===== src/rtl/nabp_image_writer_pkg.sv =====
// -----------------------------------------------------------------------------
// nabp_image_writer_pkg
// Shared definitions for the NABP image writer: default geometry of the
// partitioned back-projector, the writer state encoding and a small width
// helper used by the writer and its round-robin arbiter.
// -----------------------------------------------------------------------------
package nabp_image_writer_pkg;

    localparam int kNoOfPartitions     = 4;   // processing elements drained per frame
    localparam int kPixelsPerPartition = 64;  // pixels each PE emits per frame
    localparam int kFilteredDataLength = 16;  // signed PE result width
    localparam int kImageDataLength    = 8;   // unsigned image pixel width
    localparam int kImageAddressLength = 8;   // image RAM address width

    typedef enum logic [1:0] {
        WR_IDLE  = 2'd0,
        WR_DRAIN = 2'd1,
        WR_DONE  = 2'd2
    } writer_state_e;

    // Width of an index into n items; never below one bit so that a
    // single-entry configuration still has a legal vector.
    function automatic int idx_width(input int n);
        return (n > 1) ? $clog2(n) : 1;
    endfunction

endpackage


===== src/rtl/nabp_rr_arbiter.sv =====
// -----------------------------------------------------------------------------
// nabp_rr_arbiter
// Round-robin arbiter. The search for a requester starts one above the last
// granted index (index 0 after reset) and wraps. The pointer only advances
// when a grant is actually issued, so a disabled cycle leaves it unchanged.
//
// Ports
//   clk        in   clock, rising edge
//   reset      in   synchronous active-high reset (pointer -> 0)
//   req        in   N request lines
//   en         in   arbitration enable; no grant while low
//   grant      out  one-hot grant (zero when nothing granted)
//   grant_idx  out  binary index of the granted requester
//   grant_vld  out  a grant is issued this cycle
// -----------------------------------------------------------------------------
module nabp_rr_arbiter
    import nabp_image_writer_pkg::*;
#(
    parameter  int N     = 4,
    localparam int IDX_W = idx_width(N)
) (
    input  logic             clk,
    input  logic             reset,
    input  logic [N-1:0]     req,
    input  logic             en,
    output logic [N-1:0]     grant,
    output logic [IDX_W-1:0] grant_idx,
    output logic             grant_vld
);

    logic [IDX_W-1:0] ptr_q, ptr_d;

    // NOTE: every variable assigned in an always_comb gets a default first so
    // that no path leaves it unassigned and no latch is inferred.
    always_comb begin
        int idx;
        grant     = '0;
        grant_idx = '0;
        grant_vld = 1'b0;
        idx       = 0;
        if (en) begin
            for (int i = 0; i < N; i++) begin
                idx = int'(ptr_q) + i;
                if (idx >= N) idx = idx - N;
                if (!grant_vld && req[idx]) begin
                    grant_vld  = 1'b1;
                    grant[idx] = 1'b1;
                    grant_idx  = IDX_W'(idx);
                end
            end
        end
    end

    always_comb begin
        ptr_d = ptr_q;
        if (grant_vld) begin
            ptr_d = (int'(grant_idx) == N - 1) ? '0 : grant_idx + IDX_W'(1);
        end
    end

    // NOTE: sequential state is updated with non-blocking assignments so all
    // flops sample their inputs from the same pre-edge values.
    always_ff @(posedge clk) begin
        if (reset) ptr_q <= '0;
        else       ptr_q <= ptr_d;
    end

endmodule


===== src/rtl/nabp_image_writer.sv =====
// -----------------------------------------------------------------------------
// nabp_image_writer
// Drains PIXELS_PER_PE results from each of NO_OF_PE processing elements into
// an image RAM. A round-robin arbiter picks one PE per cycle among those with
// a valid result and pixels still owed; the pixel is converted to image width
// and written one cycle later at sel*PIXELS_PER_PE + count[sel]. When every
// PE has delivered its full share a one-cycle hs_done pulse is issued.
//
// Build option
//   NABP_IMAGE_WRITER_CLAMP_EN  defined: negative results clamp to 0, results
//                               above the pixel range saturate to all ones.
//                               undefined: results are truncated to OUT_W bits.
//
// Ports
//   clk       in   clock, rising edge
//   reset     in   synchronous active-high reset
//   hs_kick   in   host start pulse (honoured only in IDLE)
//   hs_done   out  one-cycle pulse once the frame is fully written
//   pe_valid  in   per-PE result available
//   pe_val    in   PE results, PE i at [IN_W*(i+1)-1 : IN_W*i]
//   pe_ready  out  one-hot or zero; result consumed when valid & ready
//   im_stall  in   image RAM cannot accept a write this cycle
//   im_wr_en  out  registered image RAM write enable
//   im_addr   out  registered image RAM address (held when idle)
//   im_data   out  registered image RAM data (held when idle)
// -----------------------------------------------------------------------------
module nabp_image_writer
    import nabp_image_writer_pkg::*;
#(
    parameter int NO_OF_PE      = kNoOfPartitions,
    parameter int PIXELS_PER_PE = kPixelsPerPartition,
    parameter int IN_W          = kFilteredDataLength,
    parameter int OUT_W         = kImageDataLength,
    parameter int ADDR_W        = kImageAddressLength
) (
    input  logic                     clk,
    input  logic                     reset,
    input  logic                     hs_kick,
    output logic                     hs_done,
    input  logic [NO_OF_PE-1:0]      pe_valid,
    input  logic [NO_OF_PE*IN_W-1:0] pe_val,
    output logic [NO_OF_PE-1:0]      pe_ready,
    input  logic                     im_stall,
    output logic                     im_wr_en,
    output logic [ADDR_W-1:0]        im_addr,
    output logic [OUT_W-1:0]         im_data
);

    localparam int IDX_W = idx_width(NO_OF_PE);
    localparam int CNT_W = $clog2(PIXELS_PER_PE + 1);

    writer_state_e    state_q, state_d;
    logic [CNT_W-1:0] count_q [NO_OF_PE];
    logic [CNT_W-1:0] count_d [NO_OF_PE];
    logic             wr_en_q, wr_en_d;
    logic [ADDR_W-1:0] addr_q, addr_d;
    logic [OUT_W-1:0] data_q, data_d;

    logic [NO_OF_PE-1:0] req;
    logic [NO_OF_PE-1:0] grant;
    logic [IDX_W-1:0]    grant_idx;
    logic                grant_vld;
    logic                arb_en;
    logic                all_full;

    function automatic logic [OUT_W-1:0] conv(input logic [IN_W-1:0] v);
`ifdef NABP_IMAGE_WRITER_CLAMP_EN
        if (v[IN_W-1])               return '0;  // negative
        else if ((v >> OUT_W) != '0) return '1;  // above pixel range
        else                         return v[OUT_W-1:0];
`else
        return v[OUT_W-1:0];
`endif
    endfunction

    // A PE may only compete while it still owes pixels for this frame.
    always_comb begin
        all_full = 1'b1;
        for (int i = 0; i < NO_OF_PE; i++) begin
            req[i] = pe_valid[i] && (int'(count_q[i]) != PIXELS_PER_PE);
            if (int'(count_q[i]) != PIXELS_PER_PE) all_full = 1'b0;
        end
    end

    nabp_rr_arbiter #(
        .N(NO_OF_PE)
    ) u_arb (
        .clk       (clk),
        .reset     (reset),
        .req       (req),
        .en        (arb_en),
        .grant     (grant),
        .grant_idx (grant_idx),
        .grant_vld (grant_vld)
    );

    // ---------------- FSM: state register ----------------
    always_ff @(posedge clk) begin
        if (reset) state_q <= WR_IDLE;
        else       state_q <= state_d;
    end

    // ---------------- FSM: next state ----------------
    // DRAIN sees all counters full in the cycle the last write is on the
    // port, so DONE (and hs_done) follows the final write by one cycle.
    always_comb begin
        state_d = state_q;
        case (state_q)
            WR_IDLE:  if (hs_kick)  state_d = WR_DRAIN;
            WR_DRAIN: if (all_full) state_d = WR_DONE;
            WR_DONE:                state_d = WR_IDLE;
            default:                state_d = WR_IDLE;
        endcase
    end

    // ---------------- FSM: outputs ----------------
    // Reset is folded into the enable so pe_ready is already low during the
    // reset cycle, before the state register has returned to IDLE.
    always_comb begin
        hs_done = (state_q == WR_DONE);
        arb_en  = (state_q == WR_DRAIN) && !im_stall && !reset;
    end

    assign pe_ready = grant;

    // ---------------- datapath ----------------
    always_comb begin
        for (int i = 0; i < NO_OF_PE; i++) count_d[i] = count_q[i];
        wr_en_d = 1'b0;
        addr_d  = addr_q;
        data_d  = data_q;

        if (state_q == WR_IDLE && hs_kick) begin
            for (int i = 0; i < NO_OF_PE; i++) count_d[i] = '0;
        end

        if (grant_vld) begin
            wr_en_d            = 1'b1;
            addr_d             = ADDR_W'(grant_idx) * ADDR_W'(PIXELS_PER_PE)
                               + ADDR_W'(count_q[grant_idx]);
            data_d             = conv(pe_val[int'(grant_idx)*IN_W +: IN_W]);
            count_d[grant_idx] = count_q[grant_idx] + CNT_W'(1);
        end
    end

    // NOTE: the per-PE counter array is small flop storage, not a RAM, and is
    // reset explicitly so a frame abandoned by reset leaves no stale counts.
    always_ff @(posedge clk) begin
        if (reset) begin
            for (int i = 0; i < NO_OF_PE; i++) count_q[i] <= '0;
            wr_en_q <= 1'b0;
            addr_q  <= '0;
            data_q  <= '0;
        end else begin
            for (int i = 0; i < NO_OF_PE; i++) count_q[i] <= count_d[i];
            wr_en_q <= wr_en_d;
            addr_q  <= addr_d;
            data_q  <= data_d;
        end
    end

    assign im_wr_en = wr_en_q;
    assign im_addr  = addr_q;
    assign im_data  = data_q;

endmodule


===== config.mk =====
export PLATFORM = sky130hd
export DESIGN_NAME = nabp_image_writer
export DESIGN_NICKNAME = d
export VERILOG_FILES = /design/src/rtl/nabp_image_writer_pkg.sv /design/src/rtl/nabp_rr_arbiter.sv /design/src/rtl/nabp_image_writer.sv
export SDC_FILE = /design/constraint.sdc
export NUM_CORES = 1
export LEC_CHECK = 0
export BUFFER_PORTS_ARGS = -buffer_cell sky130_fd_sc_hd__buf_2
export CORE_MARGIN = 5
export CORE_UTILIZATION = 50
export CTS_BUF_LIST = sky130_fd_sc_hd__clkbuf_16
export CTS_CLUSTER_DIAMETER = 40
export DETAILED_ROUTE_END_ITERATION = 6
export PLACE_DENSITY_LB_ADDON = 0.08
export REMOVE_ABC_BUFFERS = 1
export SLEW_MARGIN = 20
export SYNTH_ARGS = -nofsm -noshare
export SYNTH_HDL_FRONTEND = slang
export SYNTH_SLANG_ARGS = --single-unit

===== constraint.sdc =====
create_clock -name clk -period 8.25 [get_ports clk]
set_clock_uncertainty 0.05 [all_clocks]
set_input_delay 0 -clock clk [delete_from_list [all_inputs] [get_ports clk]]
set_output_delay 0 -clock clk [all_outputs]
set_load 0.005 [all_outputs]

# After elaboration in Yosys (flattened, before gate mapping)
# Memory sizes are Yosys's and may differ from the RTL's.
# Index checks and enable logic that the tools add are counted.
dict set report word_totals {
  reg_bits 21
  mem_bits_rw 28
  in_bits 72
  wordCells 140
  memories 1
}
# memory depth width rd rd_clocked_by_memory_dff write_ports line_no
set mem_list {}
lappend mem_list {count_q 4 7 5 0 4 nabp_image_writer.sv:53} ;# logic [CNT_W-1:0] count_q [NO_OF_PE];
dict set report classes {
  addsub 10
  order_cmp 14
  eq_ne 9
  shifts 1
  muxes 70
  n_bitwise 8
  n_reduce_logical 22
}
# operator n
set op_table {}
lappend op_table {{$mux W32} 8}
lappend op_table {{$ge A32 B1 Y1 const B} 4}
lappend op_table {{$lt A32 B4 Y1 const B} 4}
lappend op_table {{$ge A32 B4 Y1 const B} 3}
lappend op_table {{$sub A32 B4 Y32 const B} 3}
lappend op_table {{$shiftx A64 B7 Y8} 1}
lappend op_table {{$mux W28} 2}
lappend op_table {{$mux W7} 5}
lappend op_table {{$mux W4} 8}
lappend op_table {{$bwmux W28} 1}
lappend op_table {{$mux W1} 28}
lappend op_table {{$ne A7 B7 Y1 const B} 4}
lappend op_table {{$mux W2} 8}
lappend op_table {{$logic_and A1 B1 Y1} 15}
lappend op_table {{$demux W7 S2} 1}
lappend op_table {{$or A4 B4 Y4} 3}
lappend op_table {{$add A8 B7 Y8} 1}
lappend op_table {{$bmux W1 S2} 4}
lappend op_table {{$demux W1 S2} 4}
lappend op_table {{$add A7 B1 Y7 const B} 1}
lappend op_table {{$add A2 B2 Y3 const B} 2}
lappend op_table {{$logic_not A1 Y1} 5}
lappend op_table {{$eq A2 B1 Y1 const B} 2}
lappend op_table {{$ne A2 B2 Y1 const B} 2}
lappend op_table {{other kinds (12)} 15}

# Logic depth before layout (Yosys ltp)
dict set report depth {
  depth_word 29
  ltp_mapped 18
}

# Modules after synthesis
# Synthesis repeated with hierarchy kept, for this count alone.
dict set report hier_totals {
  hier_cells 327
  area_unflattened_um2 3016.6
}
# module instances cells_per_inst area_each_um2 seq_area_each_um2
set modules_own_cells {}
lappend modules_own_cells {nabp_image_writer 1 243 2422.3 940.9}
lappend modules_own_cells {nabp_rr_arbiter 1 84 594.3 40.0}

# Least setup slack after synthesis
# No wires, ideal clock.
dict set report synth_path {
  path_type {register to register}
  start {reg u_arb.ptr_q[0]}
  end {mem count_q[2][2] (netlist name)}
  arrival_time_ns 3.648
  slack_ns 4.423
  path_stages_with_launch 17
  n_path_buf 6
  synth_period_minus_slack_ns 3.827
  path_cell_list {dfxtp_1 buf_4 inv_1 ha_1 clkbuf_1 mux4_2 nor2_2 a2111oi_2 buf_2 nor2_8 buf_2 buf_2 ha_1 nand2_1 clkbuf_1 nand3_1 o21ai_0}
}
# element line_no
set synth_lines {}
lappend synth_lines {{start: declaration} nabp_rr_arbiter.sv:31} ;# logic [IDX_W-1:0] ptr_q, ptr_d;
lappend synth_lines {{start signal: assignment} nabp_rr_arbiter.sv:65} ;# else ptr_q <= ptr_d;
lappend synth_lines {{end: declaration} nabp_image_writer.sv:53}

==> summary.txt <==
Outcome
  • Status: completed

Critical path
  • WP data required: 8370 ps
  • Startpoint types: flop
  • Beginning of the critical path: u_arb.ptr_q[0]$_SDFFE_PP0P_
  • Worst path arrival time: 4800 ps
  • R2r startpoint: u_arb.ptr_q[0]$_SDFFE_PP0P_
  • CP Class: flop to flop
  • CP Max Fanout: 21
  • Nature of the critical path endpoint: flop

Yosys
  • Post-synth top flop: dfxtp_1
  • Post-synthesis sequential element count: 49
  • Sequential element share of the synthesized area: 0.312
  • Number of flops mapped to enable cells by yosys: 0
  • Yosys warns: 0
  • Top cells by area, synth: dfxtp_1 31%, mux2i_1 8.9%, nand2_1 6.3%
  • Share of the synthesized area in the top cell type: 0.312
  • Async SR Flop Fraction: 0
  • Synth Instances: between 300 and 400
  • Synthesized area: 3150 um2
  • Synth Area per Inst: 8.31 um2
  • Count of cell types in the netlist: 61
  • Synth area leader: dfxtp_1

Global route
  • Vias in the first global route: 2540
  • Total congestion overflow: 0
  • Initial antenna violation count: 0
  • First-pass GRT wire length: 12700 um
  • Gr usage total: 0.203
  • Largest net degree at the start of global routing: 30

Detailed routing
  • Detailed-route via count: 2939
  • DRC errors left: 0
  • Vias/cell: 5.81
  • WL final: between 7000 and 8000 um
  • DR iter-0 viols: 145
  • Mean routed wirelength per cell: 15.7 um
  • Final ANT Viol Nets: 0
  • Drt first pass iters: 4

Die
  • IO Count: 94
  • Initial cell density of the core: 0.504
  • Core box area: 6240 um2
  • Row Count: 29
  • Die Wd: ~89 um
  • Die area: roughly 8000 um2
  • Die height: 89.3 um

Pwr
  • LEAKAGE: around 1.4 nW
  • Total power: 506 uW
  • P per Cell Area: 139 nW/um2
  • Worst VDD drop: 114 uV

STA
  • Rel. slew slack: 0.358
  • Setup TNS: 0 ps
  • Final-report setup violation count: 0
  • FMAX: 0.214 GHz
  • Period utilization: 0.567
  • RSZ-0062 raised after global routing: no
  • Final slew viol count: 0
  • Final Hold Viols: 0
  • Final min period: 4680 ps
  • Worst-Margin Slew: 962 ps

Place
  • DPL Wire Length: 5690 um
  • Final Wtd Congestion: around 0.83
  • Placed insts: 497
  • PortBufs: 61

Clock tree
  • Clock edge transition at the registers on the reported setup and hold paths: 70 ps
  • H-Tree Depth: 2
  • Root buffer cell: clkbuf_16
  • CTS tree: built
  • Num Clock Sinks: 49
  • CTS buffer count: 5
  • Worst-Skew Late Latency: 290 ps
  • Postcts setup bufs: 0
  • CTS Buffer Depth: 2

Finish
  • Layout net count: 513
  • Layout cells sized above 1: 0.228
  • N_diodes: 0
  • P&R area growth vs syn: 15.5%
  • Filler instances: 600
  • Fin cells: between 500 and 600

Run
  • Max Cap Viol: 0

Hold path
  • Worst Min Path Start: pe_val[4]
  • Class of the tightest hold or removal check: input pin to flop
-- worst paths after layout --
path / end / slack [ps] / cells after the start
max: count_q[3][5]$_SDFF_PP0_ / 3570 / 15
min: im_data[4]$_SDFFE_PP0P_ / 60 / 5
min reg2reg: im_data[4]$_SDFFE_PP0P_ / 400 / 2
max reg2reg: count_q[3][5]$_SDFF_PP0_ / 3570 / 15
-- cell usage after synthesis, types with 6 or more instances --
library cell   n
nand2_1       53
a31oi_1       10
dfxtp_1       49
nand3_1       30
nor2_1        30
mux2i_1       28
clkbuf_1      13
nor3_1         6
o21ai_1       13
inv_1          7
ha_1          13
buf_2          6
o21ai_0       13
a21oi_1       25
-- metrics by stage --
stage / hold slack, ps / setup WS (ps) / util / instance area (um2)
floorplan: 19.1 / 4000 / - / 3050
global placement: 261 / 3540 / 0.558 / 3480
detailed placement: 273 / 3550 / 0.558 / 3480
CTS: 60.5 / 3540 / 0.582 / 3630
global route: 82.9 / 3120 / 0.582 / 3630
finish: 57.0 / 3570 / 0.582 / 3630
-- flip-flops by register name, indices dropped and copies added (netlist names) --
name,flops
state_q,2
im_data,8
im_addr,8
u_arb.ptr_q,2
im_wr_en,1
count_q,28
-- cells in the final DEF, fill, tap and decap left out, types with 4 or more instances in the layout --
| cell type | Yosys | final |
|---|---|---|
| inv_1 | 7 | 8 |
| o21ai_1 | 13 | 13 |
| nand2_1 | 53 | 53 |
| nand3_1 | 30 | 30 |
| clkbuf_16 | 0 | 5 |
| a21oi_1 | 25 | 24 |
| a22o_1 | 4 | 4 |
| nand4_1 | 4 | 4 |
| xnor2_1 | 4 | 4 |
| nor2_1 | 30 | 30 |
| ha_1 | 13 | 13 |
| mux2i_1 | 28 | 28 |
| dfxtp_1 | 49 | 49 |
| nor3_1 | 6 | 6 |
| a31oi_1 | 10 | 10 |
| o21ai_0 | 13 | 13 |
| buf_2 | 6 | 61 |
-- timing repair --
item,4_1_cts,5_1_grt
hold buffers,1,0
resized for setup,0,0
endpoints found under the hold margin,1,0
endpoints found under the setup margin,0,0
-- where the power goes --
part	internal [mW]	switching (mW)	total (mW)	leakage, nW
Combinational	0.0268	0.0385	0.0653	0.900
Clock	0.112	0.0876	0.199	0.0754
Sequential	0.239	0.00230	0.241	0.396
Total	0.378	0.128	0.506	1.37
-- kinds of logic after synthesis --
kind of cell             after synthesis  share of synthesized area
AO/OA/AOI/OAI                         97                      0.219
adder cells (fa/ha/maj)               13                     0.0517
buffers and inverters                 31                     0.0417
XOR/XNOR                               7                     0.0195
flip-flops                            49                      0.312
AND/OR/NAND/NOR                      149                      0.243
multiplexers                          33                      0.114
-- cell type report --
type	count	area [um2]	area share
multi-input cells	299	2050	0.563
clock buffers	5	125	0.0344
inverters	8	30.0	0.00826
flip-flops and latches	49	981	0.270
clock inverters	3	17.5	0.00482
repair buffers	65	338	0.0929
well taps	77	96.3	0.0265
-- worst max-delay path: stages (launching register included) --
cell and delay (ps):
dfxtp_1 640, inv_1 370, ha_1 560, nand2b_1 220
a21oi_1 110, a32oi_1 80, o22ai_1 480, o311a_1 240
buf_4 290, inv_2 200, o31a_1 170, a32oi_4 370
nand3_4 170, nor3_2 200, xor2_1 290, o21ai_1 120
-- routing by layer --
layer  global-route usage  wire, um  up-vias
met5                    0         0        -
met4               0.0514        72        0
met3               0.0276       330        7
met2                0.332      3820       55
met1                0.283      3740     1391
li1                     -         -     1486
Power figures use the tool's default switching activity.
